<file path="src/rtl/id_stage_hz.sv">
// id_stage_hz -- decode stage between the IF/ID register and EX.
//   Decodes a 4-bit opcode into an 11-bit control vector, reads a 2**REG_WIDTH
//   entry register file (combinational reads, write-through from WB), detects
//   load-use hazards, resolves jumps in ID and holds the ID/EX pipeline register.
//   A HALT reaching EX latches a sticky halt that turns every later cycle into a bubble.
// Ports:
//   clk, rst                    clock, synchronous active-high reset
//   valid_d_i, instr_d_i, pc_d_i   instruction in ID ([15:12] op, [11:8] rs, [7:4] rt, [3:0] rd, [7:0] imm8)
//   stall_i, flush_i            downstream hold / kill of ID/EX
//   wb_en_i, wb_addr_i, wb_data_i  register-file write port
//   stall_fd_o                  freeze PC and IF/ID
//   jump_o, jump_addr_o         jump resolved in ID, zero-extended imm8 target
//   valid_e_o .. rd_e_o         ID/EX register contents
//   halted_o                    sticky halt
module id_stage_hz #(
  parameter int DATA_WIDTH = 16,
  parameter int ADDR_WIDTH = 8,
  parameter int IMM8_WIDTH = 8,
  parameter int REG_WIDTH  = 4,
  parameter int CV_WIDTH   = 11,
  parameter int ZERO_REG   = 1
) (
  input  logic                  clk,
  input  logic                  rst,
  input  logic                  valid_d_i,
  input  logic [15:0]           instr_d_i,
  input  logic [ADDR_WIDTH-1:0] pc_d_i,
  input  logic                  stall_i,
  input  logic                  flush_i,
  input  logic                  wb_en_i,
  input  logic [REG_WIDTH-1:0]  wb_addr_i,
  input  logic [DATA_WIDTH-1:0] wb_data_i,
  output logic                  stall_fd_o,
  output logic                  jump_o,
  output logic [ADDR_WIDTH-1:0] jump_addr_o,
  output logic                  valid_e_o,
  output logic [ADDR_WIDTH-1:0] pc_e_o,
  output logic [CV_WIDTH-1:0]   cv_e_o,
  output logic [DATA_WIDTH-1:0] rs_data_e_o,
  output logic [DATA_WIDTH-1:0] rt_data_e_o,
  output logic [IMM8_WIDTH-1:0] imm8_e_o,
  output logic [REG_WIDTH-1:0]  rs_e_o,
  output logic [REG_WIDTH-1:0]  rt_e_o,
  output logic [REG_WIDTH-1:0]  rd_e_o,
  output logic                  halted_o
);

  if (CV_WIDTH != 11) begin : g_bad_cv_width
    $error("id_stage_hz: CV_WIDTH must be 11");
  end
  if (IMM8_WIDTH > ADDR_WIDTH) begin : g_bad_imm_width
    $error("id_stage_hz: IMM8_WIDTH must not exceed ADDR_WIDTH");
  end

  localparam int NREGS      = 2**REG_WIDTH;
  localparam int CV_REGDST  = 6;
  localparam int CV_MEMREAD = 7;
  localparam int CV_STOP    = 0;

  function automatic logic [10:0] decode_cv(input logic [3:0] op);
    case (op)
      4'h1, 4'h2, 4'h3, 4'h4: decode_cv = 11'h640;
      4'h5:                   decode_cv = 11'h488;
      4'h6:                   decode_cv = 11'h020;
      4'h7:                   decode_cv = 11'h300;
      4'h8:                   decode_cv = 11'h010;
      4'h9:                   decode_cv = 11'h404;
      4'hA, 4'hB:             decode_cv = 11'h642;
      4'hF:                   decode_cv = 11'h001;
      default:                decode_cv = 11'h000;
    endcase
  endfunction

  // ---- ID: field extraction and decode ----
  logic [3:0]            op_d;
  logic [REG_WIDTH-1:0]  rs_d, rt_d, rd_d;
  logic [IMM8_WIDTH-1:0] imm8_d;
  logic [CV_WIDTH-1:0]   cv_d;
  logic                  use_rs, use_rt;

  assign op_d   = instr_d_i[15:12];
  assign rs_d   = REG_WIDTH'(instr_d_i[11:8]);
  assign rt_d   = REG_WIDTH'(instr_d_i[7:4]);
  assign rd_d   = REG_WIDTH'(instr_d_i[3:0]);
  assign imm8_d = IMM8_WIDTH'(instr_d_i[7:0]);
  assign cv_d   = CV_WIDTH'(decode_cv(op_d));
  assign use_rs = op_d inside {[4'h1:4'h7], 4'hA, 4'hB};
  assign use_rt = op_d inside {[4'h1:4'h4], 4'h6, 4'h7, 4'hA, 4'hB};

  // Register file. rf_d already carries this cycle's WB write, so reading
  // from it gives the write-through bypass for free.
  logic [DATA_WIDTH-1:0] rf_q [NREGS];
  logic [DATA_WIDTH-1:0] rf_d [NREGS];
  logic                  wr_ok;
  logic [DATA_WIDTH-1:0] rs_val, rt_val;

  assign wr_ok = wb_en_i & ~((ZERO_REG != 0) && (wb_addr_i == '0));

  always_comb begin
    rf_d = rf_q;
    if (wr_ok) rf_d[wb_addr_i] = wb_data_i;
  end

  always_ff @(posedge clk) begin
    rf_q <= rf_d;
  end

  assign rs_val = ((ZERO_REG != 0) && (rs_d == '0)) ? '0 : rf_d[rs_d];
  assign rt_val = ((ZERO_REG != 0) && (rt_d == '0)) ? '0 : rf_d[rt_d];

  // ID/EX register state
  logic                  valid_e_q, valid_e_d;
  logic [ADDR_WIDTH-1:0] pc_e_q, pc_e_d;
  logic [CV_WIDTH-1:0]   cv_e_q, cv_e_d;
  logic [DATA_WIDTH-1:0] rs_data_e_q, rs_data_e_d, rt_data_e_q, rt_data_e_d;
  logic [IMM8_WIDTH-1:0] imm8_e_q, imm8_e_d;
  logic [REG_WIDTH-1:0]  rs_e_q, rs_e_d, rt_e_q, rt_e_d, rd_e_q, rd_e_d;
  logic                  halted_q, halted_d;

  // Load-use hazard: the load in EX writes rt unless RegDst selects rd.
  logic [REG_WIDTH-1:0] dst_e;
  logic                 hz;

  assign dst_e = cv_e_q[CV_REGDST] ? rd_e_q : rt_e_q;
  assign hz    = valid_d_i & valid_e_q & cv_e_q[CV_MEMREAD] &
                 ((use_rs & (rs_d == dst_e)) | (use_rt & (rt_d == dst_e)));

  assign stall_fd_o  = hz | stall_i | halted_q;
  assign jump_o      = valid_d_i & (op_d == 4'h8) & ~stall_fd_o & ~flush_i;
  assign jump_addr_o = ADDR_WIDTH'(imm8_d);

  always_comb begin
    valid_e_d   = valid_e_q;
    pc_e_d      = pc_e_q;
    cv_e_d      = cv_e_q;
    rs_data_e_d = rs_data_e_q;
    rt_data_e_d = rt_data_e_q;
    imm8_e_d    = imm8_e_q;
    rs_e_d      = rs_e_q;
    rt_e_d      = rt_e_q;
    rd_e_d      = rd_e_q;
    // A flushed HALT never counts as having reached EX.
    halted_d    = halted_q | (valid_e_q & cv_e_q[CV_STOP] & ~flush_i);
    if (flush_i) begin
      valid_e_d = 1'b0;
      cv_e_d    = '0;
      pc_e_d    = '0;
    end else if (!stall_i) begin
      if (hz || halted_q) begin
        valid_e_d = 1'b0;
        cv_e_d    = '0;
        pc_e_d    = '0;
      end else begin
        valid_e_d   = valid_d_i;
        pc_e_d      = pc_d_i;
        cv_e_d      = valid_d_i ? cv_d : '0;
        rs_data_e_d = rs_val;
        rt_data_e_d = rt_val;
        imm8_e_d    = imm8_d;
        rs_e_d      = rs_d;
        rt_e_d      = rt_d;
        rd_e_d      = rd_d;
      end
    end
  end

  // ---- ID -> EX boundary ----
  always_ff @(posedge clk) begin
    if (rst) begin
      valid_e_q   <= 1'b0;
      pc_e_q      <= '0;
      cv_e_q      <= '0;
      rs_data_e_q <= '0;
      rt_data_e_q <= '0;
      imm8_e_q    <= '0;
      rs_e_q      <= '0;
      rt_e_q      <= '0;
      rd_e_q      <= '0;
      halted_q    <= 1'b0;
    end else begin
      valid_e_q   <= valid_e_d;
      pc_e_q      <= pc_e_d;
      cv_e_q      <= cv_e_d;
      rs_data_e_q <= rs_data_e_d;
      rt_data_e_q <= rt_data_e_d;
      imm8_e_q    <= imm8_e_d;
      rs_e_q      <= rs_e_d;
      rt_e_q      <= rt_e_d;
      rd_e_q      <= rd_e_d;
      halted_q    <= halted_d;
    end
  end

  assign valid_e_o   = valid_e_q;
  assign pc_e_o      = pc_e_q;
  assign cv_e_o      = cv_e_q;
  assign rs_data_e_o = rs_data_e_q;
  assign rt_data_e_o = rt_data_e_q;
  assign imm8_e_o    = imm8_e_q;
  assign rs_e_o      = rs_e_q;
  assign rt_e_o      = rt_e_q;
  assign rd_e_o      = rd_e_q;
  assign halted_o    = halted_q;

endmodule

</file>
<file path="config.mk">
export PLATFORM = sky130hd
export DESIGN_NAME = id_stage_hz
export DESIGN_NICKNAME = d
export VERILOG_FILES = /design/src/rtl/id_stage_hz.sv
export SDC_FILE = /design/constraint.sdc
export NUM_CORES = 1
export LEC_CHECK = 0
export CORE_MARGIN = 2
export CORE_UTILIZATION = 55
export DETAILED_ROUTE_END_ITERATION = 7
export HOLD_SLACK_MARGIN = 0.08
export PLACE_DENSITY = 0.77
export REMOVE_ABC_BUFFERS = 1
export SYNTH_ARGS = -nofsm -noshare
export SYNTH_HDL_FRONTEND = slang
export SYNTH_SLANG_ARGS = --single-unit
</file>
<file path="constraint.sdc">
create_clock -name clk -period 6.95 [get_ports clk]
set_input_delay 1.39 -clock clk [delete_from_list [all_inputs] [get_ports clk]]
set_output_delay 1.39 -clock clk [all_outputs]
set_load 0.05 [all_outputs]
</file>
After elaboration in Yosys (flattened, before gate mapping)
Memory sizes are Yosys's and may differ from the RTL's. Index checks and enable logic that the tools add are counted.

ROM bits: 176. Input port bits: 50. Memories kept: 1. Output and inout port bits: 83. Logic and storage cells: 92. Flip-flop bits (word level): 329.

Magnitude comparators: 7. Bitwise gates (word level): 23. Reduce and logical (&&, ||, !) cells: 11. Equal/unequal tests: 7. Mux-type cells: 17.

Memory list: (no name shown) (depth 16, width 11, rd ports 1, clocked after memory_dff 0, write ports 0, line 61) `case (op)`.

Operators with widths (count): bitwise mux 256 bit (1); two-way mux 256 bit (1); binary-select mux 16 bit (select 4 bit) (2); two-way mux 16 bit (7); demux 16 bit (select 4 bit) (1); two-way mux 11 bit (2); greater-or-equal comparator 5 bit, second input constant (3); NOT 4 -> 5 bit (3); == test 4 bit, second input constant (3); logical NOT 4 bit (3); bitwise AND 1 bit (11); == test 4 x 3 -> 1 bit, second input constant (2); == test 4 bit (2); <= comparator 4 x 3 -> 1 bit, second input constant (2); two-way mux 8 bit (1); less-than comparator 5 x 1 -> 1 bit, second input constant (1); NOT 1 bit (5); nonzero test 5 bit (1); greater-or-equal comparator 4 x 1 -> 1 bit, second input constant (1); two-way mux 4 bit (1); bitwise OR 1 bit (4); logical AND 1 bit (3); AND reduction 3 bit (1); nonzero test 3 bit (1); 3 further kinds (3).

Depth between registers and ports, before layout
Gate-level depths: netlist (run 1).

Depth in word-level cells: 11. Gate-level depth with buffers: 11.

Worst setup path after synthesis (run 1)
No wires, ideal clock.

Path type: input -> output. From: input instr_d_i[12]. To: output stall_fd_o. Arrival time: 3.019 ns. Setup slack: 2.541 ns. Stages: 9. Buffers on the path: 1. Required time: 5.560 ns. Cells stage by stage: inv_1 -> ha_1 -> nor4b_1 -> nor2_1 -> nand3_1 -> o41ai_2 -> nor2_1 -> clkbuf_1 -> inv_1.

Cells in the longest elaborated chain, start to end: 8.

Ends and longest elaborated chain: start: declaration (line 26) `input logic [15:0] instr_d_i,`; greater-or-equal comparator 4 x 1 -> 1 bit, or another cell as far along (line 87, 88); logical AND 1 bit, on equally long branches (line 88, 87); nonzero test 5 bit / nonzero test 3 bit (equally long branches) (line 88, 87); bitwise AND 1 bit (line 126) `((use_rs & (rs_d == dst_e)) | (use_rt & (rt_d == dst_e)));`; bitwise OR 1 bit (*) (line 126); bitwise AND 1 bit (*) (line 125) `assign hz = valid_d_i & valid_e_q & cv_e_q[CV_MEMREAD] &`; bitwise OR 1 bit (*) (2 in series) (line 128) `assign stall_fd_o = hz | stall_i | halted_q;`; end: declaration (line 33) `output logic stall_fd_o,`.

Mark *: on every way between the ends. The rest lies on a longest branch, timed or not.

Worst setup path in the final report (run 1)
From: input instr_d_i[13]. To: output stall_fd_o.

The elaborated chain is that of the path after synthesis.

==> metrics.txt, run 1 <==
vias per cell 6.26; Slowest Stage Delay on Critical Path 790 ps; Die W 169 um; dpl cells 1947; r2r worst-path depth 8; row count 60; share of the synthesized area in the top cell type 42.7%; I/O pin cnt 133; Post-synth top cells 320 x dfxtp_1, 232 x mux2i_1, 168 x inv_1, 134 x nor2_1, 94 x clkbuf_1; Reg-to-Reg End rt_data_e_o[14]; hold buffers post-CTS 0; Worst Skew 24.7 ps; pin count of the biggest net entering global routing 68; CTS tree built; fin crit share 81.6%; 1st-iter DRT viols 1398; GRT Total Usage 30.3%; Internal Power 3610 uW; vias in the first global route 11900; initial antenna violation count 0; endpoints failing setup 0; dominant synthesized flop cell dfxtp_1; sequential area share after synthesis 42.7%; clock share of power 33.6%; Die Area 28600 um2; leading area contributor after synthesis dfxtp_1; Hold/Removal Path Class reg -> reg; drt drc 0; htree depth 2; CTS buffer count 35; vias 12600; ant diodes 0; Crit Path Category in -> out; Gate Count Post-Synth 1598; clock sink total 320; max frequency 0.176 GHz; die outline height 169 um; hold_ws 370 ps; Final Slew Violations 0; worst-margin pin slew 1190 ps; root buffer cell clkbuf_16; share of cells above drive strength 1 11.2%; Rel. slew slack 20.5%; Required @ worst endpoint 5560 ps; post-DP HPWL 27600 um; Gates resized, CTS repair 0; setup_tns 0 ps; Post-Syn Area 15000 um2; Logic pwr share 21.8%; Reg power frac 44.7%; GRT overflow 0; NetSw 1510 uW; sw frac 29.5%; Port Buffer Count 132; starting density of the core 55.9%; Max rail drop VDD 0.000229 V; crit path capture type output port; clk buf depth 3; Distinct cells, synth 62; Final Non-Filler Cells 2005; synth warn 0; clk_lat worst skew 520 ps; Async S/R FF share, synth 0%; first-pass GRT wire length 67800 um; Core Region 26900 um2; RSZ-0062 raised after global routing false; Arrival @ worst endpoint 4280 ps; Final Hold Fails 0; routed wire length 44200 um; top post-synthesis cells by area dfxtp_1 43%, mux2i_1 15%, mux2_2 5.8%; Placement Cell Area 16300 um2; slowest CP cell clkdlybuf4s50_1; crit path to stall_fd_o; Final ANT Viol Nets 0; critical path fanouts, max 13; critical path launch point type input port; Seq cells post-synth 320; power per cell area 295 nW/um2; GPL Wtd Cong 0.930; DR pass1 iterations 6; fin nets 1699; WL/cell 22.0 um; CP startpoint instr_d_i[13]; Post-synth EDFFs 0; crit path time final 5670 ps; most common cell in the netlist dfxtp_1; setup repair bufs after CTS 0; fillers 2199; P&R area growth vs syn 15.5%; R2R Path Start cv_e_o[6]; Pleak 0.00761 uW; syn avg cell area 9.39 um2; maxcap violations 0; flop2flop setup slack 3990 ps; outcome completed; final instance area 17300 um2; worst path cell trace clkdlybuf4s50_1 -> inv_1 -> ha_1 -> nor4b_1 -> nor2_1 -> nand3_1 -> o41ai_2 -> nor2_1 -> buf_4 -> inv_1 -> clkdlybuf4s50_1; CTS clk-pin slew, worst paths 60 ps
## power by group through the flow
stage	Sequential, uW	Combinational, uW	Clock [uW]
floorplan	2360	691	0
global placement	2310	1050	0
detailed placement	2320	1090	0
CTS	2280	1100	1730
global route	2310	1220	1800
finish	2290	1110	1720
## how the worst min path moves through the flow
stage	from	end	slack (ps)	cells past startpoint
6_report	rf_q[251]	rf_q[251]	370	0
3_3_place_gp	rf_q[253]	rf_q[253]	360	0
5_1_grt	rf_q[245]	rf_q[245]	370	0
2_1_floorplan	rf_q[254]	rf_q[254]	350	0
3_5_place_dp	rf_q[251]	rf_q[251]	360	0
4_1_cts	rf_q[245]	rf_q[245]	370	0
## metrics by stage
stage	setup WS (ps)	utilization [%]	total power (uW)
3_3_place_gp	1340	60.7	3360
5_1_grt	1070	64.5	5340
6_report	1280	64.5	5120
4_1_cts	1280	64.5	5110
2_1_floorplan	2010	-	3050
3_5_place_dp	1290	60.7	3410
## worst max-delay path: cells and delay by family
family,cells,cell delay [ps]
buf+inv,5,1770
simple gates,4,480
fa+ha+maj,1,210
compound gates,1,430
## sequential cells by signal (all words and copies together), names as in the netlist
| name | count |
|---|---|
| rf_q | 256 |
| rs_data_e_o | 16 |
| rt_data_e_o | 16 |
| cv_e_o | 10 |
| imm8_e_o | 8 |
| pc_e_o | 8 |
| rs_e_o | 4 |
| halted_o | 1 |
| valid_e_o | 1 |
## cell type report
| type | count | area (um2) | area share (%) |
|---|---|---|---|
| Multi-Input combinational cell | 955 | 7290 | 42.1 |
| Tap cell | 341 | 427 | 2.46 |
| Clock inverter | 8 | 43.8 | 0.253 |
| Inverter | 169 | 634 | 3.66 |
| Clock buffer | 50 | 992 | 5.72 |
| Sequential cell | 320 | 6410 | 36.9 |
| Timing Repair Buffer | 162 | 1540 | 8.91 |
## routing by layer
layer | up-vias | routed length [um] | share of wire, % | track usage [%]
li1 | 5773 | - | - | -
met1 | 6012 | 19100 | 43 | 42.2
met2 | 660 | 19200 | 44 | 46.8
met3 | 115 | 4190 | 9.5 | 5.32
met4 | 0 | 1630 | 3.7 | 12.1
met5 | - | 0 | 0 | 0
## cells in the final DEF, fill, tap and decap left out, drive strengths merged, types with 6 or more instances in the layout
| master | instances |
|---|---|
| ha | 6 |
| nand3 | 25 |
| nand4 | 17 |
| a221o | 14 |
| clkbuf | 50 |
| mux2 | 78 |
| xnor2 | 6 |
| a21oi | 9 |
| o211ai | 48 |
| o22ai | 32 |
| o21ai | 13 |
| nand2 | 77 |
| clkdlybuf4s50 | 127 |
| a22oi | 38 |
| inv | 169 |
| nor4 | 31 |
| buf | 35 |
| a32o | 38 |
| a211oi | 88 |
| mux2i | 232 |
| clkinv | 8 |
| nor2 | 142 |
| dfxtp | 320 |
## cell families (layout without fill, tap and decap cells)
family          Yosys count  count (layout)  synth area share, %
flops                   320             320                 42.7
buf+inv                 323             389                 8.83
simple gates            326             326                 10.2
xor+xnor                  7               7                0.408
mux                     313             313                 21.8
compound gates          303             303                 15.6
fa+ha+maj                 6               6                0.500
(Power assumes the default switching activity.)
==> inputs of run 2 (changes only) <==
--- a/config.mk
+++ b/config.mk
@@ -6,10 +6,10 @@
 export NUM_CORES = 1
 export LEC_CHECK = 0
 export CORE_MARGIN = 2
-export CORE_UTILIZATION = 55
+export CORE_UTILIZATION = 52
 export DETAILED_ROUTE_END_ITERATION = 7
 export HOLD_SLACK_MARGIN = 0.08
-export PLACE_DENSITY = 0.77
+export PLACE_DENSITY = 0.76
 export REMOVE_ABC_BUFFERS = 1
 export SYNTH_ARGS = -nofsm -noshare
 export SYNTH_HDL_FRONTEND = slang
==> constraint.sdc (replaced) <==
create_clock -name clk -period 5.2 [get_ports clk]
set_input_delay 1.04 -clock clk [delete_from_list [all_inputs] [get_ports clk]]
set_output_delay 1.04 -clock clk [all_outputs]
set_load 0.05 [all_outputs]
==> run 2 against run 1 <==
Compared with the run above: count of clock-buffer cells in the layout is 1 lower; worst setup slack worse by 450 ps; largest power group unchanged; global-route usage is 1.8 points lower; power is 37% higher; clock power is 43% higher; highest routed layer is now met5; critical path type unchanged; combinational power is 35% higher.
==> metrics.txt, run 2 (synthesis gave the netlist of run 1 again) <==
hold path cells 0; die outline height 174 um; Reg-to-Reg End rt_data_e_o[14]; worst-margin pin slew 1150 ps; GRT Total Usage 28.5%; Die Area 30200 um2; share of cells above drive strength 1 11.4%; hold buffers post-CTS 0; root buffer cell clkbuf_16; CTS tree built; outcome completed; first-pass GRT wire length 68200 um; crit path capture type output port; Worst Skew 22.0 ps; multi-input logic area 7290 um2; Crit Path Category in -> out; I/O pin cnt 133; ant diodes 0; htree depth 2; clk buf depth 3; HP Start rf_q[255]; crit path time final 4370 ps; routed wire length 44100 um; row count 62; Largest Register rf_q; CTS buffer count 35; clock sink total 320; maxcap violations 0; Hold/Removal Path Class reg -> reg; GRT overflow 0; DR pass1 iterations 5; drt drc 0; Final Hold Fails 0; endpoints failing setup 0; critical path fanouts, max 13; Pleak 0.00765 uW; fin crit share 84.0%; max frequency 0.229 GHz; Setup WS pre-CTS 853 ps; Final ANT Viol Nets 0; setup_tns 0 ps; RSZ-0062 raised after global routing false; r2r worst-path depth 8; Gates resized, CTS repair 0; Final Slew Violations 0; power per cell area 401 nW/um2; Arrival @ worst endpoint 3330 ps; Die W 174 um; WL/cell 21.5 um; Max rail drop VDD 0.000286 V; post-DP HPWL 28200 um; Port Buffer Count 132; critical path launch point type input port; vias per cell 6.14; P&R area growth vs syn 16.5%; fin nets 1702; pin count of the biggest net entering global routing 88; Required @ worst endpoint 4160 ps; 1st-iter DRT viols 1174; Sequential Area 6410 um2; GPL Wtd Cong 0.896; fillers 2405; max reg flops 256; most common cell after layout, fill and taps aside dfxtp_1; clk_lat worst skew 530 ps; vias in the first global route 12100; Rel. slew slack 23.0%; Core Region 28500 um2; R2R Path Start cv_e_o[6]; CTS clk-pin slew, worst paths 60 ps; commonest non-fill, non-tap cells in the layout 320 x dfxtp_1, 232 x mux2i_1, 168 x inv_1, 133 x nor2_1, 126 x clkdlybuf4s50_1; Hold Path Sink rf_q[255]; starting density of the core 52.6%; flop2flop setup slack 2340 ps; setup repair bufs after CTS 0; vias 12600; Final WS setup 831 ps; initial antenna violation count 1
-- run 2: cell count changes in the layout (fill, tap and decap cells not counted), sizes merged --
| cell | delta |
|---|---|
| bufinv | +2 |
| clkinv | -1 |
| clkdlybuf4s50 | -1 |
| clkbuf | -1 |
| buf | +4 |
| clkinvlp | +1 |
-- run 2: per-layer routing --
metal  track usage, %  share of wire, %  up-vias
met2             43.6                43      651
met4             11.8               3.9        2
met5                0             0.027        -
met3             4.53               8.7      130
li1                 -                 -     5763
met1             40.1                44     6050
-- run 2: worst max path at each step --
stage | startpoint | end | cells past startpoint | slack, ps
detailed placement | instr_d_i[13] | stall_fd_o | 11 | 850
finish | instr_d_i[13] | stall_fd_o | 11 | 830
CTS | instr_d_i[13] | stall_fd_o | 11 | 840
global route | instr_d_i[13] | stall_fd_o | 11 | 700
floorplan | instr_d_i[13] | jump_o | 8 | 960
global placement | instr_d_i[13] | stall_fd_o | 11 | 900
-- run 2: report_power, final --
part / internal, uW / switching (uW)
logic: 578 / 920
registers: 2930 / 134
clock network: 1440 / 1020
total: 4950 / 2070
-- run 2: worst max-delay path, cell delays in order --
cell	delay [ps]
clkdlybuf4s50_1	610
inv_1	130
ha_1	220
nor4b_1	150
nor2_1	150
nand3_1	100
o41ai_2	420
nor2_1	70
buf_4	180
inv_1	60
buf_4	190
-- run 2: stage by stage --
step	area, um2	util, %	std cells	hold WS, ps	total power [uW]
after global placement	16400	57.4	1993	357	4490
after floorplan	14300	-	1444	348	4070
after global routing	17500	61.3	2052	373	7310
after detailed placement	16400	57.4	1993	361	4570
final	17500	61.3	2052	369	7020
after CTS	17500	61.3	2052	369	7010
-- run 2: layout make-up --
class | count | share of cell area (%)
Timing Repair Buffer | 165 | 8.95
Multi-Input combinational cell | 955 | 41.6
Tap cell | 384 | 2.75
Clock inverter | 10 | 0.694
Clock buffer | 49 | 5.71
Inverter | 169 | 3.63
Sequential cell | 320 | 36.6
==> inputs of run 3 (changes only) <==
--- a/config.mk
+++ b/config.mk
@@ -6,10 +6,10 @@
 export NUM_CORES = 1
 export LEC_CHECK = 0
 export CORE_MARGIN = 2
-export CORE_UTILIZATION = 52
+export CORE_UTILIZATION = 55
 export DETAILED_ROUTE_END_ITERATION = 7
 export HOLD_SLACK_MARGIN = 0.08
-export PLACE_DENSITY = 0.76
+export PLACE_DENSITY = 0.77
 export REMOVE_ABC_BUFFERS = 1
 export SYNTH_ARGS = -nofsm -noshare
 export SYNTH_HDL_FRONTEND = slang
==> constraint.sdc (replaced) <==
create_clock -name clk -period 4.38 [get_ports clk]
set_input_delay 0.876 -clock clk [delete_from_list [all_inputs] [get_ports clk]]
set_output_delay 0.876 -clock clk [all_outputs]
set_load 0.05 [all_outputs]
==> run 3 against run 2 <==
Compared with the run above: cell count decreased by 1.1%; sequential power increased by 19%; non-clock buffer count increased by 19; core utilization increased by 4.5 points; via count increased by 1.1%; die area decreased by 5.3%; clock power increased by 26%; critical endpoint is now jump_o; largest cell class unchanged; cell area increased by 1.1%; count of clock-buffer cells in the layout increased by 2; first-iteration DRC count increased by 22%; sequential cell count unchanged.
==> metrics.txt, run 3 (synthesis gave the netlist of run 1 again) <==
Crit Path Category in -> out; max frequency 0.250 GHz; Sequential Area 6410 um2; commonest non-fill, non-tap cells in the layout 320 x dfxtp_1, 232 x mux2i_1, 168 x inv_1, 133 x nor2_1, 126 x clkdlybuf4s50_1; initial antenna violation count 0; CTS tree built; max reg flops 256; outcome completed; Top delay family on crit path buffers and inverters; critical path launch point type input port; endpoints failing setup 0; ant diodes 0; power per cell area 482 nW/um2; maxcap violations 0; fillers 2116; slowest CP cell clkdlybuf4s50_1; Required @ worst endpoint 3500 ps; WP buf/inv 3; Pleak 0.00781 uW; Gates resized, CTS repair 0; setup_tns 0 ps; Core Region 26900 um2; Arrival @ worst endpoint 3120 ps; multi-input logic area 7280 um2; vias in the first global route 12500; hold buffers post-CTS 0; hold_ws 369 ps; post-DP HPWL 29000 um; row count 60; hold path cells 0; critical path fanouts, max 7; worst-margin pin slew 1100 ps; CTS clk-pin slew, worst paths 60 ps; vias 12700; RSZ-0062 raised after global routing false; flop2flop setup slack 1350 ps; GPL Wtd Cong 0.919; P&R area growth vs syn 17.8%; Final Hold Fails 0; Max rail drop VDD 0.000319 V; Worst Skew 13.0 ps; DR pass1 iterations 5; fin crit share 91.2%; HP Start rf_q[248]; root buffer cell clkbuf_16; clock sink total 320; r2r worst-path depth 8; htree depth 2; Hold Path Sink rf_q[248]; Die Area 28600 um2; routed wire length 44000 um; 1st-iter DRT viols 1428; most common cell after layout, fill and taps aside dfxtp_1; CTS buffer count 35; Slowest Stage Delay on Critical Path 610 ps; crit path capture type output port; fin nets 1721; R2R Path Start cv_e_o[6]; Placement Cell Area 16500 um2; drt drc 0; worst path cell trace clkdlybuf4s50_1 -> inv_1 -> ha_1 -> nor4b_1 -> nor2_1 -> nand3_1 -> o41ai_2 -> nor3_2 -> and4_1 -> buf_12; GRT Total Usage 30.5%; WL/cell 21.7 um; die outline height 169 um; Reg-to-Reg End rs_data_e_o[14]; final instance area 17700 um2; vias per cell 6.27; Port Buffer Count 132; share of cells above drive strength 1 12.6%; clk buf depth 3; post-layout util 65.8%; setup repair bufs after CTS 0; pin count of the biggest net entering global routing 80; Largest Register rf_q; GRT overflow 0; first-pass GRT wire length 68800 um; Die W 169 um; Final ANT Viol Nets 0; Hold/Removal Path Class reg -> reg; Final Slew Violations 0; Rel. slew slack 26.5%; crit path time final 3990 ps; starting density of the core 55.9%; clk_lat worst skew 510 ps; I/O pin cnt 133
==> run 3: cell count changes in the layout (fill, tap and decap cells not counted), moves of 2 or more <==
cell	delta
buf_4	+18
bufinv_16	+2
clkbuf_1	-4
clkbuf_8	+5
==> run 3: where the power goes <==
part	internal, uW	leakage, uW	switching (uW)
clock	1940	0.000609	1170
sequential	3470	0.00267	164
combinational	693	0.00453	1090
total	6100	0.00781	2430
==> run 3: stage by stage <==
stage	power, uW	instances	worst slack (ps)
6_report	8530	2029	387
5_1_grt	8900	2029	200
4_1_cts	8520	2029	398
3_5_place_dp	5430	1969	409
3_3_place_gp	5330	1969	453
2_1_floorplan	4840	1444	468
==> run 3: worst max path at each step <==
| stage | start | endpoint | cells past startpoint |
|---|---|---|---|
| 3_3_place_gp | instr_d_i[13] | jump_o | 10 |
| 3_5_place_dp | instr_d_i[13] | jump_o | 10 |
| 6_report | instr_d_i[13] | jump_o | 10 |
| 2_1_floorplan | instr_d_i[13] | jump_o | 8 |
| 5_1_grt | instr_d_i[13] | jump_o | 10 |
| 4_1_cts | instr_d_i[13] | jump_o | 10 |
==> run 3: routing by layer <==
metal	share of wire [%]	routed length [um]	GRT usage [%]	up-vias
met5	0	0	0	-
met4	4.7	2070	14.2	0
met3	9.2	4030	5.83	139
met2	43	18900	46.4	704
met1	43	19000	41.9	6085
li1	-	-	-	5802
==> run 3: final cells by class <==
type	instances	share of cell area, %
tap	341	2.41
sequential	320	36.2
multi-input combinational	955	41.2
clock buffer	51	6.10
clock inverter	9	0.821
inverter	169	3.59
timing repair buffer	184	9.65
